## config.mk

```make
export PLATFORM = sky130hd
export DESIGN_NAME = fetch_ctrl_flat
export DESIGN_NICKNAME = d
export VERILOG_FILES = /design/src/rtl/fetch_ctrl_pkg.sv /design/src/rtl/fetch_ctrl_if.sv /design/src/rtl/fetch_ctrl_sat_counter.sv /design/src/rtl/fetch_ctrl.sv /design/src/flat_wrapper.sv
export SDC_FILE = /design/constraint.sdc
export NUM_CORES = 1
export LEC_CHECK = 0
export CORE_MARGIN = 8
export CORE_UTILIZATION = 43
export DETAILED_ROUTE_END_ITERATION = 10
export PLACE_DENSITY_LB_ADDON = 0.2
export SYNTH_ARGS = -nofsm -noshare
export SYNTH_HDL_FRONTEND = slang
export SYNTH_SLANG_ARGS = --single-unit
```

## constraint.sdc

```tcl
create_clock -name clk -period 2.3 [get_ports clk]
set_input_delay 0.23 -clock clk [delete_from_list [all_inputs] [get_ports clk]]
set_output_delay 0.23 -clock clk [all_outputs]
set_load 0.02 [all_outputs]
```

## src/rtl/fetch_ctrl_pkg.sv

```systemverilog
// Shared encodings for the fetch-stage sequencer: FSM states, PC-source select values, NOP word.
package pipe_ctrl_pkg;
   typedef enum logic [1:0] {
      BOOT  = 2'd0,
      RUN   = 2'd1,
      WAIT  = 2'd2,
      FLUSH = 2'd3
   } fetch_state_e;

   localparam logic        PC_SEL_SEQ   = 1'b0;
   localparam logic        PC_SEL_REDIR = 1'b1;
   localparam logic [31:0] NOP_INSN     = 32'h0000_0013;
endpackage

```

## src/rtl/fetch_ctrl_if.sv

```systemverilog
// Handshake bundle between the fetch sequencer (master) and the IF datapath / hazard logic (slave).
interface fetch_ctrl_if;
   logic        is_bj;
   logic [31:0] bj_addr;
   logic        load_use;
   logic        im_ready;
   logic        pc_we;
   logic        pc_sel;
   logic [31:0] redirect_addr;
   logic        ifid_we;
   logic        ifid_flush;
   logic        idex_flush;
   logic        fetch_valid;
   logic [31:0] stall_cycles;
   logic [31:0] redirect_count;

   modport master (
      input  is_bj, bj_addr, load_use, im_ready,
      output pc_we, pc_sel, redirect_addr, ifid_we, ifid_flush, idex_flush, fetch_valid,
      output stall_cycles, redirect_count
   );

   modport slave (
      output is_bj, bj_addr, load_use, im_ready,
      input  pc_we, pc_sel, redirect_addr, ifid_we, ifid_flush, idex_flush, fetch_valid,
      input  stall_cycles, redirect_count
   );
endinterface

```

## src/rtl/fetch_ctrl_sat_counter.sv

```systemverilog
// 32-bit (default) saturating up-counter with synchronous clear; clear wins over increment.
module sat_counter #(
   parameter int W = 32
) (
   input  logic         clk,
   input  logic         clr_i,
   input  logic         inc_i,
   output logic [W-1:0] cnt_o
);
   logic [W-1:0] cnt_q, cnt_d;

   always_comb begin
      cnt_d = cnt_q;
      if (clr_i)
         cnt_d = '0;
      else if (inc_i && (cnt_q != {W{1'b1}}))
         cnt_d = cnt_q + 1'b1;
   end

   always_ff @(posedge clk) cnt_q <= cnt_d;

   assign cnt_o = cnt_q;
endmodule

```

## src/rtl/fetch_ctrl.sv

```systemverilog
// Fetch-stage sequencer: PC enable/select, IF/ID hold, IF/ID + ID/EX bubbles, boot hold-off.
// Perf counters are built only when FETCH_CTRL_PERF_EN is defined; otherwise the ports read 0.
module fetch_ctrl
   import pipe_ctrl_pkg::*;
#(
   parameter logic [31:0] RESET_PC      = 32'h0000_0000,
   parameter int          BOOT_HOLD     = 4,
   parameter int          FLUSH_BUBBLES = 1
) (
   input  logic          clk,
   input  logic          reset,
   fetch_ctrl_if.master  bus
);
   localparam logic [3:0] BOOT_LAST  = 4'(BOOT_HOLD - 1);
   localparam logic [3:0] FLUSH_LOAD = 4'(FLUSH_BUBBLES - 1);

   fetch_state_e state_q, state_d;
   logic [3:0]   cnt_q, cnt_d;
   logic         pend_q, pend_d;
   logic [31:0]  pend_addr_q, pend_addr_d;

   logic        pc_we, pc_sel, ifid_we, ifid_flush, idex_flush, fetch_valid, run_rules;
   logic [31:0] redir;

   always_comb begin
      state_d     = state_q;
      cnt_d       = cnt_q;
      pend_d      = pend_q;
      pend_addr_d = pend_addr_q;
      pc_we       = 1'b0;
      pc_sel      = PC_SEL_SEQ;
      redir       = pend_addr_q;
      ifid_we     = 1'b0;
      ifid_flush  = 1'b0;
      idex_flush  = 1'b0;
      fetch_valid = 1'b0;
      run_rules   = 1'b0;

      unique case (state_q)
         BOOT: begin
            ifid_flush = 1'b1;
            idex_flush = 1'b1;
            redir      = RESET_PC;
            if (cnt_q == BOOT_LAST) begin
               pc_we   = 1'b1;
               pc_sel  = PC_SEL_REDIR;
               state_d = RUN;
            end else begin
               cnt_d = cnt_q + 4'd1;
            end
         end
         RUN: run_rules = 1'b1;
         WAIT: begin
            if (bus.is_bj || (bus.im_ready && !pend_q)) begin
               run_rules = 1'b1;
            end else if (!bus.im_ready) begin
               ifid_flush = 1'b1;
            end else begin
               // memory returned with a redirect parked: issue it now
               pc_we      = 1'b1;
               pc_sel     = PC_SEL_REDIR;
               redir      = pend_addr_q;
               ifid_flush = 1'b1;
               pend_d     = 1'b0;
               cnt_d      = FLUSH_LOAD;
               state_d    = (FLUSH_BUBBLES > 1) ? FLUSH : RUN;
            end
         end
         FLUSH: begin
            if (bus.is_bj) begin
               run_rules = 1'b1;
            end else begin
               ifid_flush = 1'b1;
               pc_we      = bus.im_ready;
               cnt_d      = (cnt_q == 4'd0) ? 4'd0 : cnt_q - 4'd1;
               if (cnt_q <= 4'd1) state_d = RUN;
            end
         end
         default: state_d = BOOT;
      endcase

      if (run_rules) begin
         state_d = RUN;
         if (bus.is_bj && bus.im_ready) begin
            pc_we      = 1'b1;
            pc_sel     = PC_SEL_REDIR;
            redir      = bus.bj_addr;
            ifid_flush = 1'b1;
            idex_flush = 1'b1;
            pend_d     = 1'b0;
            cnt_d      = FLUSH_LOAD;
            if (FLUSH_BUBBLES > 1) state_d = FLUSH;
         end else if (bus.is_bj) begin
            pend_d      = 1'b1;
            pend_addr_d = bus.bj_addr;
            ifid_flush  = 1'b1;
            idex_flush  = 1'b1;
            state_d     = WAIT;
         end else if (!bus.im_ready) begin
            ifid_flush = 1'b1;
            state_d    = WAIT;
         end else if (bus.load_use) begin
            idex_flush  = 1'b1;
            fetch_valid = 1'b1;
         end else begin
            pc_we       = 1'b1;
            ifid_we     = 1'b1;
            fetch_valid = 1'b1;
         end
      end

      if (reset) begin
         pc_we       = 1'b0;
         pc_sel      = PC_SEL_SEQ;
         redir       = RESET_PC;
         ifid_we     = 1'b0;
         ifid_flush  = 1'b1;
         idex_flush  = 1'b1;
         fetch_valid = 1'b0;
      end
   end

   always_ff @(posedge clk) begin
      if (reset) begin
         state_q     <= BOOT;
         cnt_q       <= 4'd0;
         pend_q      <= 1'b0;
         pend_addr_q <= RESET_PC;
      end else begin
         state_q     <= state_d;
         cnt_q       <= cnt_d;
         pend_q      <= pend_d;
         pend_addr_q <= pend_addr_d;
      end
   end

   assign bus.pc_we         = pc_we;
   assign bus.pc_sel        = pc_sel;
   assign bus.redirect_addr = redir;
   assign bus.ifid_we       = ifid_we;
   assign bus.ifid_flush    = ifid_flush;
   assign bus.idex_flush    = idex_flush;
   assign bus.fetch_valid   = fetch_valid;

`ifdef FETCH_CTRL_PERF_EN
   logic stall_inc, redir_inc;
   assign stall_inc = !reset && (state_q != BOOT) && !pc_we;
   assign redir_inc = !reset && (state_q != BOOT) && pc_we && (pc_sel == PC_SEL_REDIR);

   sat_counter #(.W(32)) u_stall_cnt (
      .clk   (clk),
      .clr_i (reset),
      .inc_i (stall_inc),
      .cnt_o (bus.stall_cycles)
   );

   sat_counter #(.W(32)) u_redir_cnt (
      .clk   (clk),
      .clr_i (reset),
      .inc_i (redir_inc),
      .cnt_o (bus.redirect_count)
   );
`else
   assign bus.stall_cycles   = 32'h0;
   assign bus.redirect_count = 32'h0;
`endif
endmodule

```

## src/flat_wrapper.sv

```systemverilog
// flat-port wrapper written by rule: the top's interface ports become plain ports
module fetch_ctrl_flat import pipe_ctrl_pkg::*;
#(
   parameter logic [31:0] RESET_PC      = 32'h0000_0000,
   parameter int          BOOT_HOLD     = 4,
   parameter int          FLUSH_BUBBLES = 1
)
  (clk, reset, bus_is_bj, bus_bj_addr, bus_load_use, bus_im_ready, bus_pc_we, bus_pc_sel, bus_redirect_addr, bus_ifid_we, bus_ifid_flush, bus_idex_flush, bus_fetch_valid, bus_stall_cycles, bus_redirect_count);
  fetch_ctrl_if bus_i ();
  input  logic clk;
  input  logic reset;
  input wire logic [$bits(bus_i.is_bj)-1:0] bus_is_bj;
  input wire logic [$bits(bus_i.bj_addr)-1:0] bus_bj_addr;
  input wire logic [$bits(bus_i.load_use)-1:0] bus_load_use;
  input wire logic [$bits(bus_i.im_ready)-1:0] bus_im_ready;
  output wire logic [$bits(bus_i.pc_we)-1:0] bus_pc_we;
  output wire logic [$bits(bus_i.pc_sel)-1:0] bus_pc_sel;
  output wire logic [$bits(bus_i.redirect_addr)-1:0] bus_redirect_addr;
  output wire logic [$bits(bus_i.ifid_we)-1:0] bus_ifid_we;
  output wire logic [$bits(bus_i.ifid_flush)-1:0] bus_ifid_flush;
  output wire logic [$bits(bus_i.idex_flush)-1:0] bus_idex_flush;
  output wire logic [$bits(bus_i.fetch_valid)-1:0] bus_fetch_valid;
  output wire logic [$bits(bus_i.stall_cycles)-1:0] bus_stall_cycles;
  output wire logic [$bits(bus_i.redirect_count)-1:0] bus_redirect_count;
  assign bus_i.is_bj = bus_is_bj;
  assign bus_i.bj_addr = bus_bj_addr;
  assign bus_i.load_use = bus_load_use;
  assign bus_i.im_ready = bus_im_ready;
  assign bus_pc_we = bus_i.pc_we;
  assign bus_pc_sel = bus_i.pc_sel;
  assign bus_redirect_addr = bus_i.redirect_addr;
  assign bus_ifid_we = bus_i.ifid_we;
  assign bus_ifid_flush = bus_i.ifid_flush;
  assign bus_idex_flush = bus_i.idex_flush;
  assign bus_fetch_valid = bus_i.fetch_valid;
  assign bus_stall_cycles = bus_i.stall_cycles;
  assign bus_redirect_count = bus_i.redirect_count;
  fetch_ctrl #(.RESET_PC(RESET_PC), .BOOT_HOLD(BOOT_HOLD), .FLUSH_BUBBLES(FLUSH_BUBBLES)) u_core (.clk(clk), .reset(reset), .bus(bus_i));
endmodule
```

# Yosys cells after proc, flatten, opt, wreduce, memory -nomap -nowiden

Index checks and enable logic that the tools add are counted.

Register bits: 39
Latch bits: 0
Memory bits (writable): 0
Bits in read-only memories: 0
Bits of input ports: 37
Output and inout bits: 102
Logic and storage cells: 97
Memories kept: 0

Add/sub/neg operators: 2
Multipliers: 0
Divide/modulo/power cells: 0
$lt $le $gt $ge: 1
Equality and inequality tests: 9
Shift-type cells: 0
Muxes and demuxes: 71
Bitwise operators: 1
Reductions and logical operators: 9

Operators by type and width:

| cell                                                                    | count |
|---|---|
| 32-bit 2-to-1 mux                                                       | 4 |
| 1-bit 2-to-1 mux                                                        | 45 |
| 4-bit 2-to-1 mux                                                        | 7 |
| 2-bit 2-to-1 mux                                                        | 9 |
| 4-bit case mux with 3 select lines                                      | 1 |
| 3-bit by 2-bit inequality test with 1-bit output, second input constant | 3 |
| 1-bit case mux with 3 select lines                                      | 3 |
| 3-bit by 1-bit inequality test with 1-bit output, second input constant | 2 |
| 2-bit case mux with 3 select lines                                      | 1 |
| 6-bit AND reduction                                                     | 1 |
| 4-bit by 1-bit adder with 4-bit output, second input constant           | 1 |
| 2-bit == test, second input constant                                    | 2 |
| 4-bit by 2-bit == test with 1-bit output, second input constant         | 1 |
| 4-bit by 1-bit <= comparator with 1-bit output, second input constant   | 1 |
| 4-bit zero test                                                         | 1 |
| 4-bit nonzero test                                                      | 1 |
| 4-bit by 1-bit subtractor with 4-bit output, second input constant      | 1 |
| 3-bit AND reduction                                                     | 1 |
| 2-bit by 1-bit == test with 1-bit output, second input constant         | 1 |
| 1-bit logical AND                                                       | 2 |
| 2-bit zero test                                                         | 1 |
| 1-bit case mux with 2 select lines                                      | 1 |
| 1-bit zero test                                                         | 1 |
| 1-bit logical OR                                                        | 1 |
| 1-bit NOT                                                               | 1 |

# Longest topological paths before layout

Depth in word-level cells: 11
Depth in mapped cells: 7
Gate-level depth less buffers: 6

# Worst setup path after synthesis

OpenSTA, ideal clock, no wires.

Path kind: register to output
From: register u_core.cnt_q[0]
To: output bus_pc_sel
Data arrival time: 1.538 ns
Data required time: 2.070 ns
Path slack: 0.532 ns
Stages on the path, launching flop included: 6
Path buffers: 0
Path through: dfxtp_1 ha_1 nor3b_1 mux2i_1 o21a_1 nor2_1

Cells in the longest elaborated chain, start to end: 6

Ends and longest elaborated chain:

| what                                       | RTL line           | source |
|---|---|---|
| start, declared                            | fetch_ctrl.sv:18   | `logic [3:0] cnt_q, cnt_d;` |
| start signal, assigned                     | fetch_ctrl.sv:131  | `cnt_q <= cnt_d;` |
| 4-bit by 2-bit == test with 1-bit output * | fetch_ctrl.sv:44   | `if (cnt_q == BOOT_LAST) begin` |
| 1-bit 2-to-1 mux *                         | fetch_ctrl.sv:44   |  |
| 1-bit case mux with 2 select lines *       | fetch_ctrl.sv:39   | `unique case (state_q)` |
| 1-bit 2-to-1 mux                           | fetch_ctrl.sv:84   | `if (bus.is_bj && bus.im_ready) begin` |
| 1-bit 2-to-1 mux *                         | fetch_ctrl.sv:82   | `if (run_rules) begin` |
| 1-bit 2-to-1 mux *                         | fetch_ctrl.sv:112  | `if (reset) begin` |
| end, declared                              | flat_wrapper.sv:17 | `output wire logic [$bits(bus_i.pc_sel)-1:0] bus_pc_sel;` |

Mark *: on every way between the ends. The rest lies on a longest branch, timed or not.

# Final worst setup path

From: input bus_is_bj
To: output bus_redirect_addr[13]

Cells in the longest elaborated chain, start to end: 5
Elaborated cells on any way between the ends: 8

Ends and longest elaborated chain:

| what                               | RTL line           | source |
|---|---|---|
| start, declared                    | flat_wrapper.sv:12 | `input wire logic [$bits(bus_i.is_bj)-1:0] bus_is_bj;` |
| 1-bit logical OR                   | fetch_ctrl.sv:54   | `if (bus.is_bj \|\| (bus.im_ready && !pend_q)) begin` |
| 1-bit 2-to-1 mux                   | fetch_ctrl.sv:54   |  |
| 1-bit case mux with 3 select lines | fetch_ctrl.sv:39   |  |
| 32-bit 2-to-1 mux *                | fetch_ctrl.sv:82   |  |
| 32-bit 2-to-1 mux *                | fetch_ctrl.sv:112  |  |
| end, declared                      | flat_wrapper.sv:18 | `output wire logic [$bits(bus_i.redirect_addr)-1:0] bus_redirect_addr;` |

Marked as above.

==> flow_summary.toml <==
[pwr]
switching_share = 0.319
power_leakage_nw = 1.94
p_seq_frac = 0.366
cellPowerDensity_nw_per_um2 = 584
combPwrFrac = 0.305
internal-power_mw = 1.39
peakVddDrop_mv = 0.368
clkPwrFrac = 0.329
power_switching_mw = 0.653
total_power_mw = 2.04

[sta]
fin_setup_tns_ns = 0
drv_slew = 0
min_period_ns = 2.20
skew_ns = 0.00324
period_share = 0.955
setup_violations = 0
final_hold_viol_count = 0
max_freq_mhz = 455
rsz0062_at_grt = "false"

[placement]
place_congestion = 0.830
place_hpwl_um = 5380
port_buffers = 74
dpl_cell_area_um2 = 3280

[yosys]
yosysWarnings = 0
seq_area_frac_synth = 0.296
synth_area_um2 = 2640
syn_inst = 361
ys_ff_latch = 39
syn_area_per_cell_um2 = 7.31
synth.distinct_cells = 39

[worst_setup_path]
crit_path_top_delay_cell = "clkdlybuf4s50_1"
worst-path-max-fanout = 4
crit_top_cell = "clkdlybuf4s50_1"
critPathBufInv = 3
crit_path_start_kind = "input pin"
cp_top_family = "buffers and inverters"
worstPathCellList = "clkdlybuf4s50_1 > o211ai_4 > nor2_2 > buf_4 > a21oi_1 > nor2_1 > clkdlybuf4s50_1"
cp.required_ns = 2.07
crit_path_max_incr_delay_ns = 0.62
r2r-start = "u_core.cnt_q[0]"
arrival_ns = 1.97
end_kind = "output pin"
critPathKind = "input pin to output pin"
startpoint = "bus_is_bj"

[layout]
finalInstanceArea_um2 = 3500
diodes = 0
final_cell_mix = "nand2_1, conb_1, a21oi_1, clkdlybuf4s50_1, dfxtp_1"
final_layout_size_suffix_gt1_frac = 0.0866
fin_nets = 479
area_growth_syn_to_layout_pct = 32.8
final_common_cell = "nand2_1"

[clock_network]
cts_max_level = 2
clockBufferDepth = 2
cts_root_buf = "clkbuf_8"
clk_latency_ns = 0.29
cts_tree = "built"
clock_sinks = 39
numCtsBuffers = 5
ctsHoldBuffers = 0
clkTransAtPathRegs_ns = 0.07

[floorplanning]
io_pins = 139
start_util = 0.446
die-height_um = 94.3
die_area_um2 = 8900
die_w_um = 94.3
core_area_um2 = 5920
fp-row-count = 28

[drt]
vias_per_cell = 4.80
drt_iter0_drc = 79
ant_nets = 0
routed_wl_um = 7330
drt-wirelength-per-cell_um = 14.3
firstDrtPassIters = 4
vias = 2469
drc = 0

[global_routing]
grt_pass1_wl_um = 11400
antenna_found_initial = 0
grt_start_max_net_pins = 33
grt_pass1_vias = 2407
grt.overflow.total = 0
track_usage = 0.157

[job]
maxCapViolations = 0

[outcome]
outcome = "finished, final reports clean"

[hold_path]
holdCritPathClass = "flip-flop to flip-flop"
hold_start = "u_core.pend_addr_q[5]"
==> cells by family after synthesis <==
logic type | synth area share
compound gates | 0.229
fa+ha+maj | 0.0190
buf+inv | 0.243
flops | 0.296
mux | 0.00759
other cells | 0.00142
simple gates | 0.203
==> worst paths after layout <==
kind,to,slack [ns],cells after the start
min,u_core.pend_addr_q[5],0.45,2
max,bus_redirect_addr[13],0.10,7
min reg2reg,u_core.pend_addr_q[5],0.45,2
max reg2reg,u_core.cnt_q[3],0.71,7
==> power groups by stage <==
stage	registers (mW)	logic, mW	clock network (mW)
3_5_place_dp	0.764	0.615	0
5_1_grt	0.754	0.687	0.716
4_1_cts	0.748	0.620	0.684
2_1_floorplan	0.756	0.483	0
3_3_place_gp	0.763	0.612	0
6_report	0.749	0.624	0.672
==> stage by stage <==
| step | setup slack [ns] | cells | hold WS, ns | util |
|---|---|---|---|---|
| after global placement | -0.0244 | 506 | 0.441 | 0.554 |
| after floorplan | 0.532 | 424 | 0.366 | - |
| after CTS | 0.00115 | 514 | 0.457 | 0.578 |
| after global routing | 0.00727 | 514 | 0.473 | 0.592 |
| after detailed placement | 0.00318 | 506 | 0.446 | 0.554 |
| final | 0.103 | 514 | 0.455 | 0.592 |
==> cells in the mapped netlist, drive strengths merged <==
cell type / n / share of area
buf: 84 / 0.23
nand2: 70 / 0.10
a21oi: 50 / 0.095
dfxtp: 39 / 0.30
nor2: 38 / 0.057
a22o: 20 / 0.066
o21ai: 7 / 0.013
inv: 6 / 0.0085
nor3: 6 / 0.013
clkbuf: 4 / 0.0057
ha: 4 / 0.019
and2: 3 / 0.0071
nand2b: 3 / 0.0071
o221ai: 3 / 0.010
or3: 3 / 0.0071
a31oi: 2 / 0.0047
mux2i: 2 / 0.0076
o211ai: 2 / 0.011
o21a: 2 / 0.0057
o311a: 2 / 0.0076
a21boi: 1 / 0.0028
a221oi: 1 / 0.0033
a22oi: 1 / 0.0028
a311o: 1 / 0.0038
a31o: 1 / 0.0033
and2b: 1 / 0.0028
and3: 1 / 0.0024
conb: 1 / 0.0014
nand3: 1 / 0.0019
nor3b: 1 / 0.0028
or2: 1 / 0.0024
==> metal layers <==
layer | wire length (um) | vias up | share of wire | GRT usage
met5 | 0 | - | 0 | 0
met4 | 103 | 0 | 0.014 | 0.0542
met3 | 607 | 11 | 0.083 | 0.0452
met1 | 2910 | 1141 | 0.40 | 0.170
met2 | 3710 | 88 | 0.51 | 0.284
li1 | - | 1229 | - | -
==> repair_timing <==
action / CTS / global route
cloned: 0 / 0
endpoints found under the setup margin: 35 / 33
buffers inserted: 0 / 0
gates resized for setup: 7 / 31
==> worst reg2reg max path: cells and delay by family, from the launching register on <==
kind | cells | cell delay [ns]
AO/OA/AOI/OAI | 2 | 0.62
adder cells (fa/ha/maj) | 1 | 0.17
buffers and inverters | 3 | 0.29
flip-flops | 1 | 0.32
AND/OR/NAND/NOR | 1 | 0.08
==> area by class of cell <==
class                   count  area, um2
repair buffers             95        996
fillers                   555       2420
inverters                   6       22.5
well taps                  75       93.8
clock inverters             2       60.1
multi-input cells         291       1470
flip-flops and latches     39        786
clock buffers               6       72.6
==> sequential cells by signal, summed over array words and instances (netlist names) <==
register            flops
u_core.pend_q           1
u_core.cnt_q            4
u_core.state_q          2
u_core.pend_addr_q     32
Power figures use the tool's default switching activity.
